## src/rtl/tt_lut_eval_if.sv

```systemverilog
// Handshake bundle for tt_lut_eval.
//   cfg_*  : serial truth-table load (valid/ready beats, abort, commit pulse)
//   in_*   : evaluation request (valid/ready, N_IN-bit table index)
//   out_*  : evaluation result (valid/ready, one function bit)
// master drives requests and config beats. slave is the evaluator.
interface tt_lut_eval_if #(
  parameter int unsigned N_IN = 4
) ();
  logic            cfg_valid;
  logic            cfg_ready;
  logic            cfg_bit;
  logic            cfg_abort;
  logic            cfg_done;
  logic            in_valid;
  logic            in_ready;
  logic [N_IN-1:0] in_data;
  logic            out_valid;
  logic            out_ready;
  logic            out_bit;

  modport master (
    output cfg_valid, cfg_bit, cfg_abort, in_valid, in_data, out_ready,
    input  cfg_ready, cfg_done, in_ready, out_valid, out_bit
  );

  modport slave (
    input  cfg_valid, cfg_bit, cfg_abort, in_valid, in_data, out_ready,
    output cfg_ready, cfg_done, in_ready, out_valid, out_bit
  );
endinterface

```

## src/rtl/tt_lut_eval.sv

```systemverilog
// Generic N_IN-input Boolean function evaluator driven by a 2^N_IN-bit truth table.
//   clk, rst_n : rising-edge clock, asynchronous active-low reset
//   bus        : tt_lut_eval_if slave modport
//                - config: cfg_valid/cfg_ready/cfg_bit, with cfg_abort and cfg_done
//                - eval:   in_valid/in_ready/in_data and out_valid/out_ready/out_bit
//   tt_active  : the committed truth table, for read-back
// The table loads LSB first into a shadow register. Once all TT_W bits are in, a single
// COMMIT cycle copies the shadow into the active table, so evaluation never sees a
// partially loaded table. Results come from a single output register with ready/valid flow.
module tt_lut_eval #(
  parameter int unsigned N_IN    = 4,
  parameter int unsigned TT_W    = 2 ** N_IN,
  parameter logic [15:0] TT_INIT = 16'h240F
) (
  input  logic            clk,
  input  logic            rst_n,
  tt_lut_eval_if.slave    bus,
  output logic [TT_W-1:0] tt_active
);

  localparam int unsigned      CntW    = N_IN + 1;
  localparam logic [CntW-1:0]  CntFull = CntW'(TT_W);
  localparam logic [TT_W-1:0]  TtInitW = TT_W'(TT_INIT);

  typedef enum logic [1:0] {StIdle, StLoad, StCommit} state_e;

  state_e          state_q, state_d;
  logic [CntW-1:0] cnt_q, cnt_d;
  logic [TT_W-1:0] shadow_q, shadow_d;
  logic [TT_W-1:0] active_q, active_d;
  logic            out_valid_q, out_valid_d;
  logic            out_bit_q, out_bit_d;

  logic cfg_ready;
  logic cfg_done;
  logic in_ready;
  logic accept;

  // Config side: ready depends on state only, so it never waits on cfg_valid.
  assign cfg_ready = (state_q != StCommit);

  always_comb begin
    state_d  = state_q;
    cnt_d    = cnt_q;
    shadow_d = shadow_q;
    active_d = active_q;
    cfg_done = 1'b0;
    unique case (state_q)
      StIdle: begin
        // cfg_abort has nothing to discard here.
        if (bus.cfg_valid) begin
          shadow_d[0] = bus.cfg_bit;
          cnt_d       = CntW'(1);
          state_d     = (TT_W == 1) ? StCommit : StLoad;
        end
      end
      StLoad: begin
        if (bus.cfg_abort) begin
          // Abort beats a simultaneous beat. The active table is untouched.
          state_d  = StIdle;
          cnt_d    = '0;
          shadow_d = '0;
        end else if (bus.cfg_valid) begin
          shadow_d[cnt_q[N_IN-1:0]] = bus.cfg_bit;
          cnt_d = cnt_q + CntW'(1);
          if (cnt_d == CntFull) begin
            state_d = StCommit;
          end
        end
      end
      StCommit: begin
        active_d = shadow_q;
        cnt_d    = '0;
        cfg_done = 1'b1;
        state_d  = StIdle;
      end
      default: begin
        state_d = StIdle;
      end
    endcase
  end

  // Eval side: a free slot or a draining result lets a new request in.
  assign in_ready = ~out_valid_q | bus.out_ready;
  assign accept   = bus.in_valid & in_ready;

  always_comb begin
    out_valid_d = out_valid_q;
    out_bit_d   = out_bit_q;
    if (accept) begin
      // active_q still holds the old table during COMMIT. A request accepted then
      // sees the previous function.
      out_bit_d   = active_q[bus.in_data];
      out_valid_d = 1'b1;
    end else if (bus.out_ready) begin
      out_valid_d = 1'b0;
    end
  end

  always_ff @(posedge clk or negedge rst_n) begin
    if (!rst_n) begin
      state_q     <= StIdle;
      cnt_q       <= '0;
      shadow_q    <= '0;
      active_q    <= TtInitW;
      out_valid_q <= 1'b0;
      out_bit_q   <= 1'b0;
    end else begin
      state_q     <= state_d;
      cnt_q       <= cnt_d;
      shadow_q    <= shadow_d;
      active_q    <= active_d;
      out_valid_q <= out_valid_d;
      out_bit_q   <= out_bit_d;
    end
  end

  assign bus.cfg_ready = cfg_ready;
  assign bus.cfg_done  = cfg_done;
  assign bus.in_ready  = in_ready;
  assign bus.out_valid = out_valid_q;
  assign bus.out_bit   = out_bit_q;
  assign tt_active     = active_q;

endmodule
```

## src/flat_wrapper.sv

```systemverilog
// flat-port wrapper written by rule: the top's interface ports become plain ports
module tt_lut_eval_flat 
#(
  parameter int unsigned N_IN    = 4,
  parameter int unsigned TT_W    = 2 ** N_IN,
  parameter logic [15:0] TT_INIT = 16'h240F
)
  (clk, rst_n, tt_active, bus_cfg_valid, bus_cfg_bit, bus_cfg_abort, bus_in_valid, bus_in_data, bus_out_ready, bus_cfg_ready, bus_cfg_done, bus_in_ready, bus_out_valid, bus_out_bit);
  tt_lut_eval_if #(.N_IN(N_IN)) bus_i ();
  input  logic clk;
  input  logic rst_n;
  output logic [TT_W-1:0] tt_active;
  input wire logic [$bits(bus_i.cfg_valid)-1:0] bus_cfg_valid;
  input wire logic [$bits(bus_i.cfg_bit)-1:0] bus_cfg_bit;
  input wire logic [$bits(bus_i.cfg_abort)-1:0] bus_cfg_abort;
  input wire logic [$bits(bus_i.in_valid)-1:0] bus_in_valid;
  input wire logic [$bits(bus_i.in_data)-1:0] bus_in_data;
  input wire logic [$bits(bus_i.out_ready)-1:0] bus_out_ready;
  output wire logic [$bits(bus_i.cfg_ready)-1:0] bus_cfg_ready;
  output wire logic [$bits(bus_i.cfg_done)-1:0] bus_cfg_done;
  output wire logic [$bits(bus_i.in_ready)-1:0] bus_in_ready;
  output wire logic [$bits(bus_i.out_valid)-1:0] bus_out_valid;
  output wire logic [$bits(bus_i.out_bit)-1:0] bus_out_bit;
  assign bus_i.cfg_valid = bus_cfg_valid;
  assign bus_i.cfg_bit = bus_cfg_bit;
  assign bus_i.cfg_abort = bus_cfg_abort;
  assign bus_i.in_valid = bus_in_valid;
  assign bus_i.in_data = bus_in_data;
  assign bus_i.out_ready = bus_out_ready;
  assign bus_cfg_ready = bus_i.cfg_ready;
  assign bus_cfg_done = bus_i.cfg_done;
  assign bus_in_ready = bus_i.in_ready;
  assign bus_out_valid = bus_i.out_valid;
  assign bus_out_bit = bus_i.out_bit;
  tt_lut_eval #(.N_IN(N_IN), .TT_W(TT_W), .TT_INIT(TT_INIT)) u_core (.clk(clk), .rst_n(rst_n), .bus(bus_i), .tt_active(tt_active));
endmodule
```

## config.mk

```make
export PLATFORM = sky130hd
export DESIGN_NAME = tt_lut_eval_flat
export DESIGN_NICKNAME = d
export VERILOG_FILES = /design/src/rtl/tt_lut_eval_if.sv /design/src/rtl/tt_lut_eval.sv /design/src/flat_wrapper.sv
export SDC_FILE = /design/constraint.sdc
export NUM_CORES = 1
export LEC_CHECK = 0
export CORE_MARGIN = 2
export CORE_UTILIZATION = 42
export CTS_BUF_LIST = sky130_fd_sc_hd__clkbuf_8 sky130_fd_sc_hd__clkbuf_16
export DETAILED_ROUTE_END_ITERATION = 10
export GPL_TIMING_DRIVEN = 1
export PLACE_DENSITY = 0.72
export SYNTH_ARGS = -nofsm -noshare
export SYNTH_HDL_FRONTEND = slang
export SYNTH_SLANG_ARGS = --single-unit
```

## constraint.sdc

```tcl
create_clock -name clk -period 5.32 [get_ports clk]
set_clock_uncertainty 0.05 [all_clocks]
set_input_delay 0.798 -clock clk [delete_from_list [all_inputs] [get_ports clk]]
set_output_delay 0.798 -clock clk [all_outputs]
set_load 0.03 [all_outputs]
```

# --- After elaboration in Yosys (flattened, before gate mapping) ---
# Cells that the tools add are included.
# Widths: inputs -> output; s select.
op_classes:
  eq_ne: 7
  magnitude_cmp: 3
  muxes: 21
  n_bitwise: 3
  add_sub_neg: 1
  n_reduce_logical: 10
op_table:
  columns: ["cell", "count"]
  rows:
  - ["$mux 16", 2]
  - ["$bwmux 16", 1]
  - ["$mux 5", 3]
  - ["$pmux 5 s3", 1]
  - ["$lt 4x5->1 const B", 2]
  - ["$reduce_and 3->1", 3]
  - ["$mux 2", 4]
  - ["$mux 1", 6]
  - ["$reduce_bool 2->1", 3]
  - ["$add 5x1->5 const B", 1]
  - ["$eq 5x5->1 const B", 1]
  - ["$bmux 1 s4", 1]
  - ["$demux 1 s4", 1]
  - ["$ge 4x1->1 const B", 1]
  - ["$ne 2x2->1 const B", 2]
  - ["$pmux 2 s2", 1]
  - ["$ne 3x2->1 const B", 1]
  - ["$ne 3x3->1 const B", 1]
  - ["$reduce_bool 3->1", 1]
  - ["$eq 2x1->1 const B", 1]
  - ["$eq 2x2->1 const B", 1]
  - ["$logic_not 2->1", 1]
  - ["$pmux 1 s2", 1]
  - ["$reduce_and 2->1", 1]
  - ["4 further kinds", 4]
word_totals:
  elab_cells: 52
  inputBits: 11
  output_inout_bits: 21
  reg_bits: 41

# --- Logic depth before layout (Yosys ltp) ---
depth:
  ltp_word: 8
  mapped_depth: 8
  mapped_depth_nobuf: 6

# --- Worst setup path after synthesis ---
# OpenSTA, ideal clock, no wires.
synth_path:
  kind: "reg-to-output"
  startpoint: "register u_core.state_q[0]"
  endpoint: "output bus_cfg_ready"
  required_ns: 4.472
  n_path_buf: 2
  path_slack_ns: 2.936
  arrival_ns: 1.536
  stages_incl_launch_ff: 6
  cell_sequence: "dfrtp_1 -> inv_1 -> ha_1 -> clkbuf_1 -> buf_2 -> inv_2"
synth_between:
  elab_chain_cells: 1
synth_lines:
  columns: ["element", "line_no", "text"]
  rows:
  - ["start, declared", "tt_lut_eval.sv:27", "state_e state_q, state_d;"]
  - ["start signal, assigned", "tt_lut_eval.sv:102", "state_q <= StIdle;"]
  - ["start signal, assigned", "tt_lut_eval.sv:109", "state_q <= state_d;"]
  - ["$ne 2x2->1", "tt_lut_eval.sv:40", "assign cfg_ready = (state_q != StCommit);"]
  - ["end, declared", "flat_wrapper.sv:19", "output wire logic [$bits(bus_i.cfg_ready)-1:0] bus_cfg_ready;"]
# No other way between the ends.

# --- Worst setup path after layout ---
layout_path:
  startpoint: "input bus_out_ready"
  endpoint: "output bus_in_ready"
layout_between:
  elab_chain_cells: 1
layout_lines:
  columns: ["element", "line_no", "text"]
  rows:
  - ["start, declared", "flat_wrapper.sv:18", "input wire logic [$bits(bus_i.out_ready)-1:0] bus_out_ready;"]
  - ["$or 1x1->1", "tt_lut_eval.sv:84", "assign in_ready = ~out_valid_q | bus.out_ready;"]
  - ["end, declared", "flat_wrapper.sv:21", "output wire logic [$bits(bus_i.in_ready)-1:0] bus_in_ready;"]
# No other way between the ends.

==> summary.txt <==
Synth
  – Compound-Gate Fraction of Synth Area: between 10% and 20%
  – Number of unique standard cell types used by synthesis: 44
  – Mean cell area of the mapped netlist: roughly 11 µm²
  – Mapped Nets: around 230
  – Largest family of logic cells by synthesized area: multiplexers
  – Count of flip-flops with a built-in enable after synthesis: 0
  – Xor and xnor area share after synthesis: 0%
  – Number of synthesized register bits: a little over 40
  – Register area share after synthesis: between 40 and 50%
  – Share of Yosys cell area claimed by the top area cell type: 38.6%
  – Cell types with the largest area share after synthesis: sky130_fd_sc_hd__dfrtp_1 (39%), sky130_fd_sc_hd__mux2i_1 (8.8%), sky130_fd_sc_hd__mux2_1 (7.9%)
  – Main synth FF type: sky130_fd_sc_hd__dfrtp_1
  – Post-synthesis async set-or-reset flop share: 100%
  – Yosys warning count: 0
  – Mux contribution to synthesized area: about a fifth
  – Yosys top cell by area: sky130_fd_sc_hd__dfrtp_1
  – Synthesized-area fraction occupied by and/or/nand/nor cells: about 14%
  – Synthesized-area fraction occupied by adder cells: ~4.4%
  – Post-synthesis instance total: 208
  – Syn Std Cell Area: 0.00227 mm²

Routing
  – Post-DR vias/cell: 5.29
  – Number of DRC markers in iteration 0: 108
  – Average wire per cell in the routed design: roughly 15 µm
  – Drt total wl: about 4.5 mm
  – Total number of vias: about 1600
  – Number of design rule violations left after detail routing: 0
  – TritonRoute pass-1 iters: 4
  – ANT nets after route: 0

Placed design
  – Gp weighted congestion: ~0.77
  – Post-place setup slack: between 2 and 2.5 ns
  – Half-perimeter wire length after placement: around 3.3 mm
  – Placed cell count: 300
  – Number of port buffers: 31

Power and ir drop
  – Sequential fraction of design power: 45.8%
  – Internal: around 0.57 mW
  – Leakage power of the design: approximately 1.3 nW
  – Power dissipated by switching net loads: about 0.32 mW
  – Pwr/cell area: approximately 330 mW/mm²
  – Largest vdd supply drop: approximately 0.00022 V
  – Switching power as a share of total power: approximately 36%
  – Share of total power in the clock network: roughly a quarter
  – Part of the total power dissipated in combinational logic: 30.0%

Cells and area
  – Leading cell type in the layout, fill and taps excluded: sky130_fd_sc_hd__dfrtp_1
  – Final standard cell count with taps included and fillers excluded: around 310
  – Area growth, synth to finish: 18.8%
  – Inserted Diodes: 0
  – Share of post-route cells with drive strength above 1: 11.8%
  – Most frequent cells in the layout: sky130_fd_sc_hd__dfrtp_1 (35), sky130_fd_sc_hd__nand2_1 (33), sky130_fd_sc_hd__clkdlybuf4s50_1 (30)
  – Count of nets after finishing: approximately 260
  – Fillcell total: about 460
  – Core occupancy in the finished layout: approximately 52%

Timing
  – Final Max Slew Viols: 0
  – Final Worst Setup Slack: 2.39 ns
  – Maximum operating frequency: between 300 and 400 MHz
  – Final setup TNS: 0 ns
  – Shortest clock period the worst path allows after layout: 2.93 ns
  – Slew at the pin with the worst max-slew slack: 0.910 ns
  – Max-slew headroom: ~39%
  – Part of the cycle the worst path needs: between 50% and 60%
  – Unrepaired setup endpoints after global routing: false
  – Hold Violations, Final: 0
  – Count of final setup violators: 0

Floorplan
  – X dimension of the die: between 70 and 80 µm
  – Core Region: 0.00517 mm²
  – I/O pins: 32
  – FP Rows: 26
  – DIE HEIGHT: 77.5 µm
  – Die area: between 0.006 and 0.007 mm²
  – Effective utilization at floorplan: a little over two fifths

Clock tree
  – Post-cts sizing count: 0
  – Worst-path clk slew: 0.07 ns
  – Maximum root-to-sink buffer count: 2
  – Number of sinks handled by clock tree synthesis: slightly above 40
  – H-tree Lvls: 2
  – Clock buffer count from CTS: 5
  – Quantity of hold-fixing buffers added after cts: 0
  – Clock tree from TritonCTS: done
  – Clock latency of the later-clocked register in the worst-skew pair: 0.30 ns
  – Total setup buffers inserted after CTS: 0
  – Clk root buf: sky130_fd_sc_hd__clkbuf_8

Worst hold path
  – Class of the most critical hold timing path: register to register
  – Worst hold path cell count: 2

Critical path
  – Critical path startpoint category: input port
  – Critical path's largest stage delay: approximately 0.7 ns
  – Kind of end point of the critical path: output pin
  – Most prevalent standard cell on the critical path: sky130_fd_sc_hd__clkdlybuf4s50_1
  – Worst Reg-to-Reg Cells: 6
  – Cell type of the slowest stage on the worst timing path: sky130_fd_sc_hd__clkdlybuf4s50_1
  – Req. time, crit path: approximately 4.5 ns
  – Series of cell instances along the critical path: clkdlybuf4s50_1 > nand2b_1 > clkdlybuf4s50_1
  – CP arrival: 2.08 ns
  – Kind of critical path: input port to output pin
  – Critical path peak fanout: 4

GRT
  – Pin count of the biggest net entering global routing: 42
  – Total global routing overflow: 0
  – Wire length of the first global-routing pass: ~8.1 mm
  – Initial antenna violation count: 0
  – Vias in the first global route: about 1600
  – All-layer global routing usage: between 10% and 20%

Outcome
  – Run status: complete, no violations

Flow run
  – Number of max-capacitance violations reported: 0
-- sequential cells by signal (all words and copies together), names as in the netlist --
name and cells:
u_core.bus.out_bit 1, u_core.bus.out_valid 1, u_core.cnt_q 5, u_core.shadow_q 16, u_core.state_q 2, u_core.tt_active 16
-- through the flow --
stage | hold slack, ns | instance area (µm²) | total power, mW
final | 0.459 | 2700 | 0.883
after detailed placement | 0.446 | 2600 | 0.675
after floorplan | 0.423 | 2270 | 0.609
after CTS | 0.465 | 2700 | 0.891
after global placement | 0.442 | 2600 | 0.665
after global routing | 0.493 | 2700 | 0.949
-- cells in the mapped netlist, types with 3 or more instances --
library cell	number
sky130_fd_sc_hd__nand2_1	33
sky130_fd_sc_hd__ha_1	8
sky130_fd_sc_hd__nand3_1	6
sky130_fd_sc_hd__o21ai_1	18
sky130_fd_sc_hd__nor2b_1	7
sky130_fd_sc_hd__inv_1	8
sky130_fd_sc_hd__dfrtp_1	35
sky130_fd_sc_hd__dfstp_2	6
sky130_fd_sc_hd__mux2_1	16
sky130_fd_sc_hd__buf_2	3
sky130_fd_sc_hd__mux2i_1	20
sky130_fd_sc_hd__o31ai_1	3
sky130_fd_sc_hd__nand2b_1	3
sky130_fd_sc_hd__clkbuf_1	3
sky130_fd_sc_hd__nor2_1	3
sky130_fd_sc_hd__buf_6	3
-- routing by layer --
layer  GRT usage (%)  vias up  part of all wire [%]
met5               0        -                     0
met1            24.2      790                    50
met2            24.8       40                    43
met4            4.82        0                   1.3
li1                -      791                     -
met3            4.77        7                   5.8
-- final timing paths --
check / startpoint / to / slack (ns)
worst max register to register: u_core.state_q[1]$_DFFE_PN0P_ / u_core.shadow_q[12]$_DFFE_PN0P_ / 3.23
worst min register to register: u_core.bus.out_bit$_DFFE_PN0P_ / u_core.bus.out_bit$_DFFE_PN0P_ / 0.46
worst max-delay path: bus_out_ready / bus_in_ready / 2.39
max in group asynchronous: rst_n / u_core.shadow_q[11]$_DFFE_PN0P_ / 4.07
worst min-delay path: u_core.bus.out_bit$_DFFE_PN0P_ / u_core.bus.out_bit$_DFFE_PN0P_ / 0.46
min in group asynchronous: rst_n / u_core.tt_active[15]$_DFFE_PN0P_ / 0.58
-- final cells by class --
type | instances | area [µm²] | area share [%]
Tap cell | 70 | 87.6 | 3.25
Inverter | 9 | 33.8 | 1.25
Sequential cell | 41 | 1030 | 38.3
Timing Repair Buffer | 32 | 313 | 11.6
Clock buffer | 6 | 82.6 | 3.06
Multi-Input combinational cell | 148 | 1130 | 42.1
Clock inverter | 2 | 11.3 | 0.418
-- critical path: cells and delay by family --
family	cells	cell delay [ns]
buf+inv	2	1.13
simple gates	1	0.15
-- power groups by stage --
stage	Combinational [mW]	Sequential [mW]	Clock [mW]
floorplan	0.213	0.395	0
global placement	0.258	0.407	0
detailed placement	0.266	0.409	0
CTS	0.267	0.403	0.220
global route	0.303	0.411	0.235
finish	0.265	0.404	0.214
-- kinds of logic (layout without fill, tap and decap cells) --
kind of cell	Yosys count	after routing
buffers and inverters	19	49
AND/OR/NAND/NOR	62	62
flip-flops	41	41
adder cells (fa/ha/maj)	8	8
multiplexers	39	39
AO/OA/AOI/OAI	39	39
Note: power is estimated with default switching activity, not from simulation.
